[src/rtl/line_fill_unit_pkg.sv]
`default_nettype none
// ============================================================================
// Module  : line_fill_unit_pkg
// Brief   : Shared state encoding and line/beat geometry helpers for the
//           instruction-cache line refill engine.
// Revision: 1.0
// ============================================================================
package line_fill_unit_pkg;

    typedef enum logic [1:0] {
        ST_IDLE    = 2'd0,
        ST_REQUEST = 2'd1,
        ST_RECEIVE = 2'd2,
        ST_WRITE   = 2'd3
    } lfu_state_t;

    localparam int C_BEAT_WIDTH = 32;

    function automatic int lane_bits(input int offset_bits);
        return 8 * (2 ** offset_bits);
    endfunction

    function automatic int beats_for(input int offset_bits);
        return lane_bits(offset_bits) / C_BEAT_WIDTH;
    endfunction

    // One spare bit so the counter can reach beats_per_line without wrapping.
    function automatic int counter_bits(input int offset_bits);
        return $clog2(beats_for(offset_bits)) + 1;
    endfunction

    localparam int C_DEFAULT_OFFSET_BITS = 6;
    localparam int C_SINGLE_LANE_SIZE    = lane_bits(C_DEFAULT_OFFSET_BITS);
    localparam int C_BEATS_PER_LINE      = beats_for(C_DEFAULT_OFFSET_BITS);
    localparam int C_COUNTER_WIDTH       = counter_bits(C_DEFAULT_OFFSET_BITS);

endpackage
`default_nettype wire

[src/rtl/line_fill_unit_line_assembly_register.sv]
`default_nettype none
// ============================================================================
// Module  : line_assembly_register
// Brief   : Collects 32-bit beats into one cache line using a decoded
//           per-word write enable.
// Revision: 1.0
// ============================================================================
module line_assembly_register
    import line_fill_unit_pkg::*;
#(
    parameter int LANE_BITS = C_SINGLE_LANE_SIZE,
    parameter int IDX_BITS  = C_COUNTER_WIDTH
) (
    input  logic                    clk,
    input  logic                    reset,
    input  logic                    clear_i,
    input  logic                    wr_en_i,
    input  logic [IDX_BITS-1:0]     index_i,
    input  logic [C_BEAT_WIDTH-1:0] beat_i,
    output logic [LANE_BITS-1:0]    line_o
);

    localparam int C_WORDS = LANE_BITS / C_BEAT_WIDTH;

    logic [C_WORDS-1:0]      word_sel;
    logic [C_BEAT_WIDTH-1:0] words_q [C_WORDS];

    // Each word owns its register; only the word matching the beat index loads.
    for (genvar gi = 0; gi < C_WORDS; gi++) begin : g_word
        assign word_sel[gi] = wr_en_i && (index_i == IDX_BITS'(gi));

        always_ff @(posedge clk) begin
            if (reset || clear_i) begin
                words_q[gi] <= '0;
            end else if (word_sel[gi]) begin
                words_q[gi] <= beat_i;
            end
        end

        assign line_o[gi*C_BEAT_WIDTH +: C_BEAT_WIDTH] = words_q[gi];
    end

endmodule
`default_nettype wire

[src/rtl/line_fill_unit.sv]
`default_nettype none
// ============================================================================
// Module  : line_fill_unit
// Brief   : I-cache refill engine: one Avalon-MM burst per miss, beats
//           assembled into a line, presented with its victim way for a cycle.
// Revision: 1.0
// ============================================================================
module line_fill_unit
    import line_fill_unit_pkg::*;
#(
    parameter int number_of_sets        = 4,
    parameter int bits_for_offset       = 6,
    parameter int log_of_number_of_sets = 2,
    parameter int address_width         = 32,
    localparam int single_lane_size     = lane_bits(bits_for_offset),
    localparam int beats_per_line       = beats_for(bits_for_offset),
    localparam int C_CNT_W              = counter_bits(bits_for_offset)
) (
    input  logic                             clk,
    input  logic                             reset,
    input  logic                             req_valid,
    output logic                             req_ready,
    input  logic [address_width-1:0]         req_address,
    input  logic [log_of_number_of_sets-1:0] req_pos,
    output logic [address_width-1:0]         avm_address,
    output logic                             avm_read,
    output logic [C_CNT_W-1:0]               avm_burstcount,
    input  logic                             avm_waitrequest,
    input  logic [31:0]                      avm_readdata,
    input  logic                             avm_readdatavalid,
    output logic                             fill_valid,
    output logic [single_lane_size-1:0]      fill_data,
    output logic [log_of_number_of_sets-1:0] fill_pos,
    output logic [address_width-1:0]         fill_address
);

    if (bits_for_offset < 2) begin : g_cfg_offset
        $error("line_fill_unit: bits_for_offset must be at least 2");
    end
    if (number_of_sets != 2 ** log_of_number_of_sets) begin : g_cfg_ways
        $error("line_fill_unit: number_of_sets must equal 2**log_of_number_of_sets");
    end

    localparam logic [address_width-1:0] C_LINE_MASK =
        ~address_width'((64'd1 << bits_for_offset) - 64'd1);

    lfu_state_t                       state_q;
    logic [C_CNT_W-1:0]               cnt_q;
    logic [address_width-1:0]         addr_q;
    logic [log_of_number_of_sets-1:0] pos_q;
    logic                             req_ready_q;
    logic                             avm_read_q;
    logic                             fill_valid_q;

    logic w_accept;
    logic w_beat;
    logic w_last;

    assign w_accept = (state_q == ST_IDLE) && req_valid;
    assign w_beat   = (state_q == ST_RECEIVE) && avm_readdatavalid;
    assign w_last   = w_beat && (cnt_q == C_CNT_W'(beats_per_line - 1));

    always_ff @(posedge clk) begin
        if (reset) begin
            state_q      <= ST_IDLE;
            cnt_q        <= '0;
            addr_q       <= '0;
            pos_q        <= '0;
            req_ready_q  <= 1'b1;
            avm_read_q   <= 1'b0;
            fill_valid_q <= 1'b0;
        end else begin
            case (state_q)
                ST_IDLE: begin
                    if (req_valid) begin
                        state_q     <= ST_REQUEST;
                        req_ready_q <= 1'b0;
                        avm_read_q  <= 1'b1;
                        addr_q      <= req_address & C_LINE_MASK;
                        pos_q       <= req_pos;
                        cnt_q       <= '0;
                    end
                end
                ST_REQUEST: begin
                    // Address/burstcount come straight from addr_q, so they
                    // stay put for as long as the slave stalls.
                    if (!avm_waitrequest) begin
                        state_q    <= ST_RECEIVE;
                        avm_read_q <= 1'b0;
                    end
                end
                ST_RECEIVE: begin
                    if (avm_readdatavalid) begin
                        cnt_q <= cnt_q + C_CNT_W'(1);
                        if (w_last) begin
                            state_q      <= ST_WRITE;
                            fill_valid_q <= 1'b1;
                        end
                    end
                end
                ST_WRITE: begin
                    state_q      <= ST_IDLE;
                    fill_valid_q <= 1'b0;
                    req_ready_q  <= 1'b1;
                end
                default: begin
                    state_q <= ST_IDLE;
                end
            endcase
        end
    end

    line_assembly_register #(
        .LANE_BITS (single_lane_size),
        .IDX_BITS  (C_CNT_W)
    ) u_line_assembly_register (
        .clk     (clk),
        .reset   (reset),
        .clear_i (w_accept),
        .wr_en_i (w_beat),
        .index_i (cnt_q),
        .beat_i  (avm_readdata),
        .line_o  (fill_data)
    );

    assign req_ready      = req_ready_q;
    assign avm_read       = avm_read_q;
    assign avm_address    = addr_q;
    assign avm_burstcount = C_CNT_W'(beats_per_line);
    assign fill_valid     = fill_valid_q;
    assign fill_pos       = pos_q;
    assign fill_address   = addr_q;

endmodule
`default_nettype wire

[config.mk]
export PLATFORM = sky130hd
export DESIGN_NAME = line_fill_unit
export DESIGN_NICKNAME = d
export VERILOG_FILES = /design/src/rtl/line_fill_unit_pkg.sv /design/src/rtl/line_fill_unit_line_assembly_register.sv /design/src/rtl/line_fill_unit.sv
export SDC_FILE = /design/constraint.sdc
export NUM_CORES = 1
export LEC_CHECK = 0
export CORE_AREA = 5 5 256 258
export DETAILED_ROUTE_END_ITERATION = 10
export DIE_AREA = 0 0 261 263
export PLACE_DENSITY = 0.6
export SLEW_MARGIN = 20
export SYNTH_ARGS = -nofsm -noshare
export SYNTH_HDL_FRONTEND = slang
export SYNTH_SLANG_ARGS = --single-unit
[constraint.sdc]
create_clock -name clk -period 4.4 [get_ports clk]
set_input_delay 1.1 -clock clk [delete_from_list [all_inputs] [get_ports clk]]
set_output_delay 1.1 -clock clk [all_outputs]
set_load 0.02 [all_outputs]
# Yosys cells after proc, flatten, opt, wreduce, memory -nomap -nowiden
# Memory sizes are Yosys's and may differ from the RTL's.
# Index checks and enable logic that the tools add are counted.
[totals]
regBits = 38
latchBits = 0
ram_bits = 512
mem_bits_ro = 0
in_bits = 71
out_inout_bits = 586
word_cells = 160
memories = 1
[classes]
n_addsub = 1
multipliers = 0
n_div = 0
magnitude_cmp = 0
n_eq_ne = 22
shifts = 0
n_mux = 82
n_bitwise = 16
n_reduce_logical = 31
[mem_list]
columns = ["name", "words", "width", "read_ports", "rd_clocked_by_memory_dff", "wr", "line_no", "rtl"]
rows = [
  ["u_line_assembly_register.words_q", 16, 32, 16, 0, 16, "line_fill_unit_line_assembly_register.sv:26", "logic [C_BEAT_WIDTH-1:0] words_q [C_WORDS];"],
]
[op_table]
columns = ["cell", "n"]
rows = [
  ["two-way mux 32 bit", 16],
  ["two-way mux 1 bit", 55],
  ["== test 5 x 4 -> 1 bit, second input constant", 8],
  ["== test 5 x 3 -> 1 bit, second input constant", 4],
  ["logical AND 1 bit", 18],
  ["bitwise OR 1 bit", 16],
  ["== test 5 x 2 -> 1 bit, second input constant", 2],
  ["two-way mux 5 bit", 2],
  ["case mux 5 bit (2 select lines)", 1],
  ["AND reduction 3 bit", 3],
  ["two-way mux 2 bit", 4],
  ["inequality test 2 bit, second input constant", 4],
  ["case mux 2 bit (4 select lines)", 1],
  ["nonzero test 2 bit", 4],
  ["case mux 1 bit (2 select lines)", 3],
  ["adder 5 x 1 -> 5 bit, second input constant", 1],
  ["== test 5 x 1 -> 1 bit, second input constant", 1],
  ["logical NOT 5 bit", 1],
  ["== test 2 bit, second input constant", 2],
  ["AND reduction 2 bit", 2],
  ["AND reduction 4 bit", 1],
  ["== test 2 x 1 -> 1 bit, second input constant", 1],
  ["logical NOT 2 bit", 1],
  ["logical OR 1 bit", 1],
]

# Logic depth before layout (Yosys ltp)
# Gate-level depths: netlist of the first run.
[logic_depth]
depth_word = 7
depth_mapped = 8
ltp_nobuf = 6

# By module
# Synthesis of the first run repeated with hierarchy kept, for this count alone.
[hier_totals]
hier_cells = 1464
area_unflattened_um2 = 21254.1
[modules_own_cells]
columns = ["module", "n_inst", "cells_each", "area_per_inst_um2", "seq_area_each_um2"]
rows = [
  ["line_assembly_register", 1, 1233, 19397.4, 15374.7],
  ["line_fill_unit", 1, 231, 1856.8, 760.7],
]

# Worst setup path before layout of the first run
# OpenSTA, ideal clock, no wires.
[synth_timing]
kind = "input to register"
start = "in avm_readdatavalid"
end = "mem u_line_assembly_register.words_q[10][0], enable pin"
setup_ps = 466
arrival_time_ps = 3841
t_required_ps = 3934
slack_ps = 93
cell_stages = 4
n_path_buf = 1
path_cell_list = "buf_2 -> and3b_1 -> nand2_1 -> o21ai_0"
[synth_lines]
columns = ["item", "line_no", "rtl"]
rows = [
  ["start, declared", "line_fill_unit.sv:30", "input logic avm_readdatavalid,"],
  ["end, declared", "line_fill_unit_line_assembly_register.sv:26", ""],
]

==> flow_metrics.tcl, run 1 <==
set metrics [dict create \
    run_status "completed" \
    max_slew.worst_pin.slew_ns 1.00 \
    timing.critical_path.to_type "flip-flop" \
    post-synth-top-area-fraction_pct 74.5 \
    port_buffers 633 \
    final_nets 2192 \
    grt_remaining_overflow 0 \
    sequence_of_cells_on_the_critical_path "clkdlybuf4s50_1 > and3b_1 > nand2_1 > o21ai_4 > buf_4" \
    finalHoldWorstSlack_ns 0.456 \
    max_freq_mhz 328 \
    cts_buffers 57 \
    post-layout-total-power_w 0.0164 \
    ys_ff_latch 550 \
    routedWlPerCell_um 26.0 \
    dr.first_iter.drc_count 1352 \
    post_synth_most_frequent_cells "edfxtp_1 (512), nor2_1 (453), nand2_1 (191), buf_4 (46), buf_6 (40)" \
    die_h_um 263 \
    rr_worst_depth 6 \
    worst_path_largest_cell_delay_ns 0.69 \
    first_pass_iters 5 \
    grt_antenna_before_repair 3 \
    dp_worst_setup_slack_ns 0.738 \
    n_fill_cell 5542 \
    synth_sequential_area_ratio_pct 78.2 \
    place_hpwl_um 53000 \
    final.setup.worst_slack_ns 1.36 \
    worstHoldPathCells 2 \
    core-area_um2 62700 \
    slew-limit-headroom_pct 32.9 \
    setup_viol 0 \
    grt_pass1_wl_um 107000 \
    post-synth-top-count-cell "edfxtp_1" \
    core.rowCount 92 \
    synth-edff-count 512 \
    fin_worst_skew_ns 0.0251 \
    clock_transition_at_path_regs_ns 0.06 \
    timing_max_transition_violations_final 0 \
    worst_ir_drop_vdd_uv 310 \
    synth.distinct_cells 38 \
    pleak_nw 10.1 \
    drt_wl_total_um 78200 \
    floorplan.die.width_um 261 \
    timing_hold_violations_final 0 \
    post-route-drc-count 0 \
    number_of_warnings_printed_during_yosys_synthesis 0 \
    worst-endpoint-arrival_ns 3.31 \
    worst_hold_startpoint "fill_pos[1]$_SDFFE_PP0P_" \
    floorplan.io_pins 657 \
    critical_path.slowest_cell "o21ai_4" \
    synthTopCellsByArea "edfxtp_1 (75%), nor2_1 (8.2%), dfxtp_1 (3.7%), nand2_1 (3.5%), buf_6 (2.2%)" \
    p_per_area_nw_per_um2 555 \
    cts.hold.buffers_added 0 \
    mappedNetlistArea_um2 20600 \
    grt_start_max_net_pins 60 \
    globalRouteTotalUtil_pct 21.7 \
    min_period_over_period_pct 69.2 \
    clock_tree.buffer_depth 3 \
    design.die.area_um2 68600 \
    syn_to_layout_area_delta_pct 42.8 \
    gp_routability_congestion 0.826 \
    synth_area_leader_cell "edfxtp_1" \
    clkLatencyLatePin_ns 0.62 \
    syn_avg_cell_area_um2 13.8 \
    cts-root-buf "clkbuf_16" \
    detailroute.via_count 14300 \
    async_flop_share_pct 0 \
    cell_count_after_synthesis 1499 \
    wp_buf_inv 2 \
    first_global_vias 14300 \
    critical_path.reg2reg.startpoint "state_q[0]$_SDFFE_PP0P_" \
    min-delay-path-class "reg2reg" \
    tritoncts "done" \
    ant_nets 0 \
    finalWorstPathRequiredPeriod_ns 3.04 \
    avgViaCountPerCell 4.75 \
    cts.repair.resized 0 \
    clock_tree.htree_level_count 2 \
    ys.flop_type "edfxtp_1" \
    hold_end "fill_pos[1]$_SDFFE_PP0P_" \
    drive_gt1_share_pct 7.83 \
    numClockSinks 550 \
    number_of_violations_of_the_max_capacitance_limit 0 \
    cp_top_family "buffers and inverters" \
    critical_path.startpoint_type "input port" \
    finalSetupTns_ns 0 \
    floorplan.initialDensity_pct 32.9 \
    setup_repair_after_global_routing_missed_its_margin "no" \
    timing.critical_path.required_ns 4.66 \
    setup.reg_to_reg.worst_slack_ns 1.45 \
    regToRegEndpoint "u_line_assembly_register.words_q[1][29]$_SDFFCE_PN0P_" \
    cts.repair_timing.setup_buffer_count 0 \
    critPathMaxFanout 21 \
    critPathKind "in2reg" \
]
==> layout make-up <==
type | instances | area, um2 | share of cell area (%)
diodes | 2 | 5.00 | 0.0170
clock buffers | 68 | 1470 | 4.98
clock inverters | 37 | 309 | 1.05
inverters | 7 | 26.3 | 0.0892
multi-input cells | 827 | 3760 | 12.8
flip-flops and latches | 550 | 16100 | 54.8
well taps | 846 | 1060 | 3.59
repair buffers | 669 | 6690 | 22.7
==> how the worst max path moves through the flow <==
stage / start / endpoint / cells after the start / slack, ns
2_1_floorplan: avm_readdatavalid / u_line_assembly_register.words_q[10][0]$_SDFFCE_PN0P_ / 4 / 0.09
3_3_place_gp: avm_readdatavalid / u_line_assembly_register.words_q[1][29]$_SDFFCE_PN0P_ / 5 / 0.77
3_5_place_dp: avm_readdatavalid / u_line_assembly_register.words_q[1][31]$_SDFFCE_PN0P_ / 5 / 0.74
4_1_cts: avm_readdatavalid / u_line_assembly_register.words_q[1][26]$_SDFFCE_PN0P_ / 5 / 1.36
5_1_grt: state_q[0]$_SDFFE_PP0P_ / u_line_assembly_register.words_q[1][29]$_SDFFCE_PN0P_ / 6 / 1.25
6_report: avm_readdatavalid / u_line_assembly_register.words_q[1][29]$_SDFFCE_PN0P_ / 5 / 1.36
==> cells in the final DEF, fill, tap and decap left out, types with 2 or more instances in the layout <==
| cell type | count |
|---|---|
| diode_2 | 2 |
| or3_4 | 3 |
| nand2b_1 | 3 |
| and2_1 | 34 |
| and4b_1 | 3 |
| nor2_2 | 28 |
| buf_12 | 7 |
| nand4_1 | 3 |
| clkinvlp_4 | 3 |
| clkinv_1 | 12 |
| clkbuf_16 | 57 |
| or3_1 | 2 |
| edfxtp_1 | 512 |
| inv_6 | 4 |
| ha_1 | 9 |
| inv_1 | 7 |
| dfxtp_1 | 38 |
| o31ai_1 | 2 |
| nand3b_1 | 2 |
| o21ai_4 | 15 |
| nand3_1 | 3 |
| nor2_1 | 453 |
| mux2i_1 | 2 |
| o21ai_0 | 6 |
| clkbuf_1 | 11 |
| conb_1 | 17 |
| bufinv_16 | 4 |
| clkdlybuf4s50_1 | 633 |
| a21oi_1 | 35 |
| clkinv_2 | 11 |
| nand2_1 | 190 |
| inv_8 | 2 |
| buf_4 | 29 |
==> power breakdown <==
group	internal [W]	total [W]	switching (W)
registers	0.00682	0.00714	0.000317
logic	0.00171	0.00455	0.00283
clock network	0.00262	0.00468	0.00206
==> worst register-to-register path: stages, from the launching register on <==
cell	delay, ns
dfxtp_1	0.33
inv_1	0.12
ha_1	0.46
and3b_1	0.29
nand2_1	0.24
o21ai_4	0.69
buf_4	0.46
==> metal layers <==
layer	wire (um)	GRT usage, %	vias to the layer above
li1	-	-	6295
met1	28500	26.3	7052
met2	39500	37.8	794
met3	7080	5.27	132
met4	3170	7.88	2
met5	7	0	-
==> metrics by stage <==
| step | utilization, % | cells | instance area, um2 |
|---|---|---|---|
| final | 47.0 | 3006 | 29500 |
| after global routing | 46.9 | 3004 | 29500 |
| after CTS | 46.9 | 3004 | 29500 |
| after detailed placement | 44.1 | 2899 | 27700 |
| after global placement | 44.1 | 2899 | 27700 |
| after floorplan | - | 1514 | 20700 |
==> state kept, by name, indices dropped and copies added (netlist names) <==
| signal | cells |
|---|---|
| state_q | 2 |
| avm_address | 26 |
| cnt_q | 5 |
| u_line_assembly_register.words_q | 512 |
| fill_pos | 2 |
| req_ready | 1 |
| avm_read | 1 |
| fill_valid | 1 |
==> cells by family after synthesis <==
| group | share of synthesized area (%) |
|---|---|
| AO/OA/AOI/OAI | 1.67 |
| adder cells (fa/ha/maj) | 0.546 |
| buffers and inverters | 4.86 |
| flip-flops | 78.2 |
| multiplexers | 0.0970 |
| other | 0.0364 |
| AND/OR/NAND/NOR | 14.6 |
Note: power is estimated with default switching activity, not from simulation.
==> run 2, diff against run 1 <==
--- a/config.mk
+++ b/config.mk
@@ -5,9 +5,9 @@
 export SDC_FILE = /design/constraint.sdc
 export NUM_CORES = 1
 export LEC_CHECK = 0
-export CORE_AREA = 5 5 256 258
+export CORE_AREA = 5 5 252 254
 export DETAILED_ROUTE_END_ITERATION = 10
-export DIE_AREA = 0 0 261 263
+export DIE_AREA = 0 0 257 259
 export PLACE_DENSITY = 0.6
 export SLEW_MARGIN = 20
 export SYNTH_ARGS = -nofsm -noshare
==> constraint.sdc (replaced) <==
create_clock -name clk -period 3 [get_ports clk]
set_input_delay 0.75 -clock clk [delete_from_list [all_inputs] [get_ports clk]]
set_output_delay 0.75 -clock clk [all_outputs]
set_load 0.02 [all_outputs]
==> run 2 against run 1 <==
Against the previous run:
- clock-buffer cell count rose by 3
- cell area grew 1.5%
- clock skew fell by 0.00099 ns
- power grew 49%
- hold slack improved by 0.0076 ns
- via count increased by 0.29%
- highest routed layer is now met4
==> flow_metrics.tcl, run 2 (synthesis gave the netlist of run 1 again) <==
set metrics [dict create \
    cts.repair_timing.setup_buffer_count 0 \
    setup_viol 0 \
    worst_ir_drop_vdd_uv 423 \
    post-layout-total-power_w 0.0244 \
    critPathMaxFanout 1 \
    grt_antenna_before_repair 1 \
    core.rowCount 91 \
    drt_wl_total_um 77100 \
    first_pass_iters 5 \
    detailroute.via_count 14300 \
    clkLatencyLatePin_ns 0.61 \
    critical_path.startpoint_type "flip-flop" \
    slew-limit-headroom_pct 38.9 \
    finalSetupTns_ns 0 \
    ant_nets 0 \
    core-area_um2 61000 \
    sequence_of_cells_on_the_critical_path "clkdlybuf4s50_1" \
    min_period_over_period_pct 81.9 \
    floorplan.io_pins 657 \
    fin_worst_skew_ns 0.0241 \
    min-delay-path-class "reg2reg" \
    timing_hold_violations_final 0 \
    design.die.area_um2 66600 \
    final_nets 2214 \
    timing_max_transition_violations_final 0 \
    dp_worst_setup_slack_ns -0.0299 \
    largest_register_ff_count 512 \
    worst-endpoint-arrival_ns 1.71 \
    n_fill_cell 5325 \
    first_global_vias 14200 \
    port_buffers 633 \
    die_h_um 259 \
    final.setup.worst_slack_ns 0.544 \
    globalRouteTotalUtil_pct 22.0 \
    final_cell_count_no_fill 2971 \
    clock_tree.buffer_depth 3 \
    max_flop_register "u_line_assembly_register.words_q" \
    gp_routability_congestion 0.842 \
    syn_to_layout_area_delta_pct 44.9 \
    cp_top_family "buffers and inverters" \
    most-common-layout-cells "clkdlybuf4s50_1 (633), edfxtp_1 (512), nor2_1 (453)" \
    clock_tree.htree_level_count 2 \
    post_route_utilization_pct 49.0 \
    timing.critical_path.to_type "output pin" \
    routedWlPerCell_um 25.9 \
    grt_pass1_wl_um 106000 \
    drive_gt1_share_pct 8.67 \
    finalWorstPathRequiredPeriod_ns 2.46 \
    grt_remaining_overflow 0 \
    floorplan.die.width_um 257 \
    numClockSinks 550 \
    critPathKind "reg2out" \
    clock_transition_at_path_regs_ns 0.06 \
    cts.hold.buffers_added 0 \
    timing.critical_path.from "u_line_assembly_register.words_q[13][1]$_SDFFCE_PN0P_" \
    max_freq_mhz 407 \
    run_status "completed" \
    grt_start_max_net_pins 65 \
    critical_path.slowest_cell "clkdlybuf4s50_1" \
    dr.first_iter.drc_count 1099 \
    p_per_area_nw_per_um2 815 \
    floorplan.initialDensity_pct 33.8 \
    timing.critical_path.required_ns 2.25 \
    max_slew.worst_pin.slew_ns 0.913 \
    tritoncts "done" \
    cts.repair.resized 0 \
    setup_repair_after_global_routing_missed_its_margin "no" \
    placed_cells_incl_taps 2864 \
    cts-root-buf "clkbuf_16" \
    critical_path.reg2reg.startpoint "state_q[0]$_SDFFE_PP0P_" \
    place_hpwl_um 52200 \
    post-route-drc-count 0 \
    pleak_nw 10.4 \
    worst_path_largest_cell_delay_ns 0.76 \
    number_of_violations_of_the_max_capacitance_limit 0 \
    avgViaCountPerCell 4.82 \
    worst_hold_startpoint "fill_pos[0]$_SDFFE_PP0P_" \
    cts_buffers 57 \
    wp_buf_inv 1 \
    most_common_cell_after_layout_fill_and_taps_aside "clkdlybuf4s50_1" \
]
-- run 2: changes by cell type in the layout (fill, tap and decap cells not counted), sizes merged --
| cell | delta |
|---|---|
| clkbuf | +3 |
| buf | +22 |
| clkinvlp | -3 |
| bufinv | +2 |
| inv | -3 |
-- run 2: per-stage QoR --
| stage | cell area [um2] | hold WS, ns |
|---|---|---|
| floorplan | 20700 | 0.481 |
| global placement | 28100 | 0.450 |
| detailed placement | 28100 | 0.462 |
| CTS | 29900 | 0.469 |
| global route | 29900 | 0.493 |
| finish | 29900 | 0.464 |
-- run 2: cell type report --
cell class                      instances  area (um2)  area share, %
Antenna cell                            2        5.00         0.0167
Clock buffer                           71        1480           4.95
Clock inverter                         33         342           1.14
Inverter                                7        26.3         0.0879
Multi-Input combinational cell        827        3760           12.6
Sequential cell                       550       16100           54.0
Tap cell                              790         988           3.31
Timing Repair Buffer                  691        7170           24.0
-- run 2: routing by layer --
layer | vias to the layer above | wire length [um] | global-route usage (%)
met4 | 0 | 2610 | 7.49
met5 | - | 0 | 0
met3 | 114 | 6920 | 5.68
li1 | 6339 | - | -
met1 | 7033 | 28900 | 27.2
met2 | 831 | 38700 | 37.8
-- run 2: worst paths after layout --
check	slack (ns)	to	depth (start not counted)
worst min register to register	0.46	fill_pos[0]$_SDFFE_PP0P_	2
worst max-delay path	0.54	fill_data[417]	1
worst max register to register	0.71	u_line_assembly_register.words_q[14][30]$_SDFFCE_PN0P_	6
worst min-delay path	0.46	fill_pos[0]$_SDFFE_PP0P_	2
-- run 2: report_power, final --
group	leakage [nW]	internal (W)	switching, W	total [W]
Clock	0.896	0.00402	0.00297	0.00699
Sequential	5.87	0.00999	0.000489	0.0105
Combinational	3.61	0.00273	0.00416	0.00689
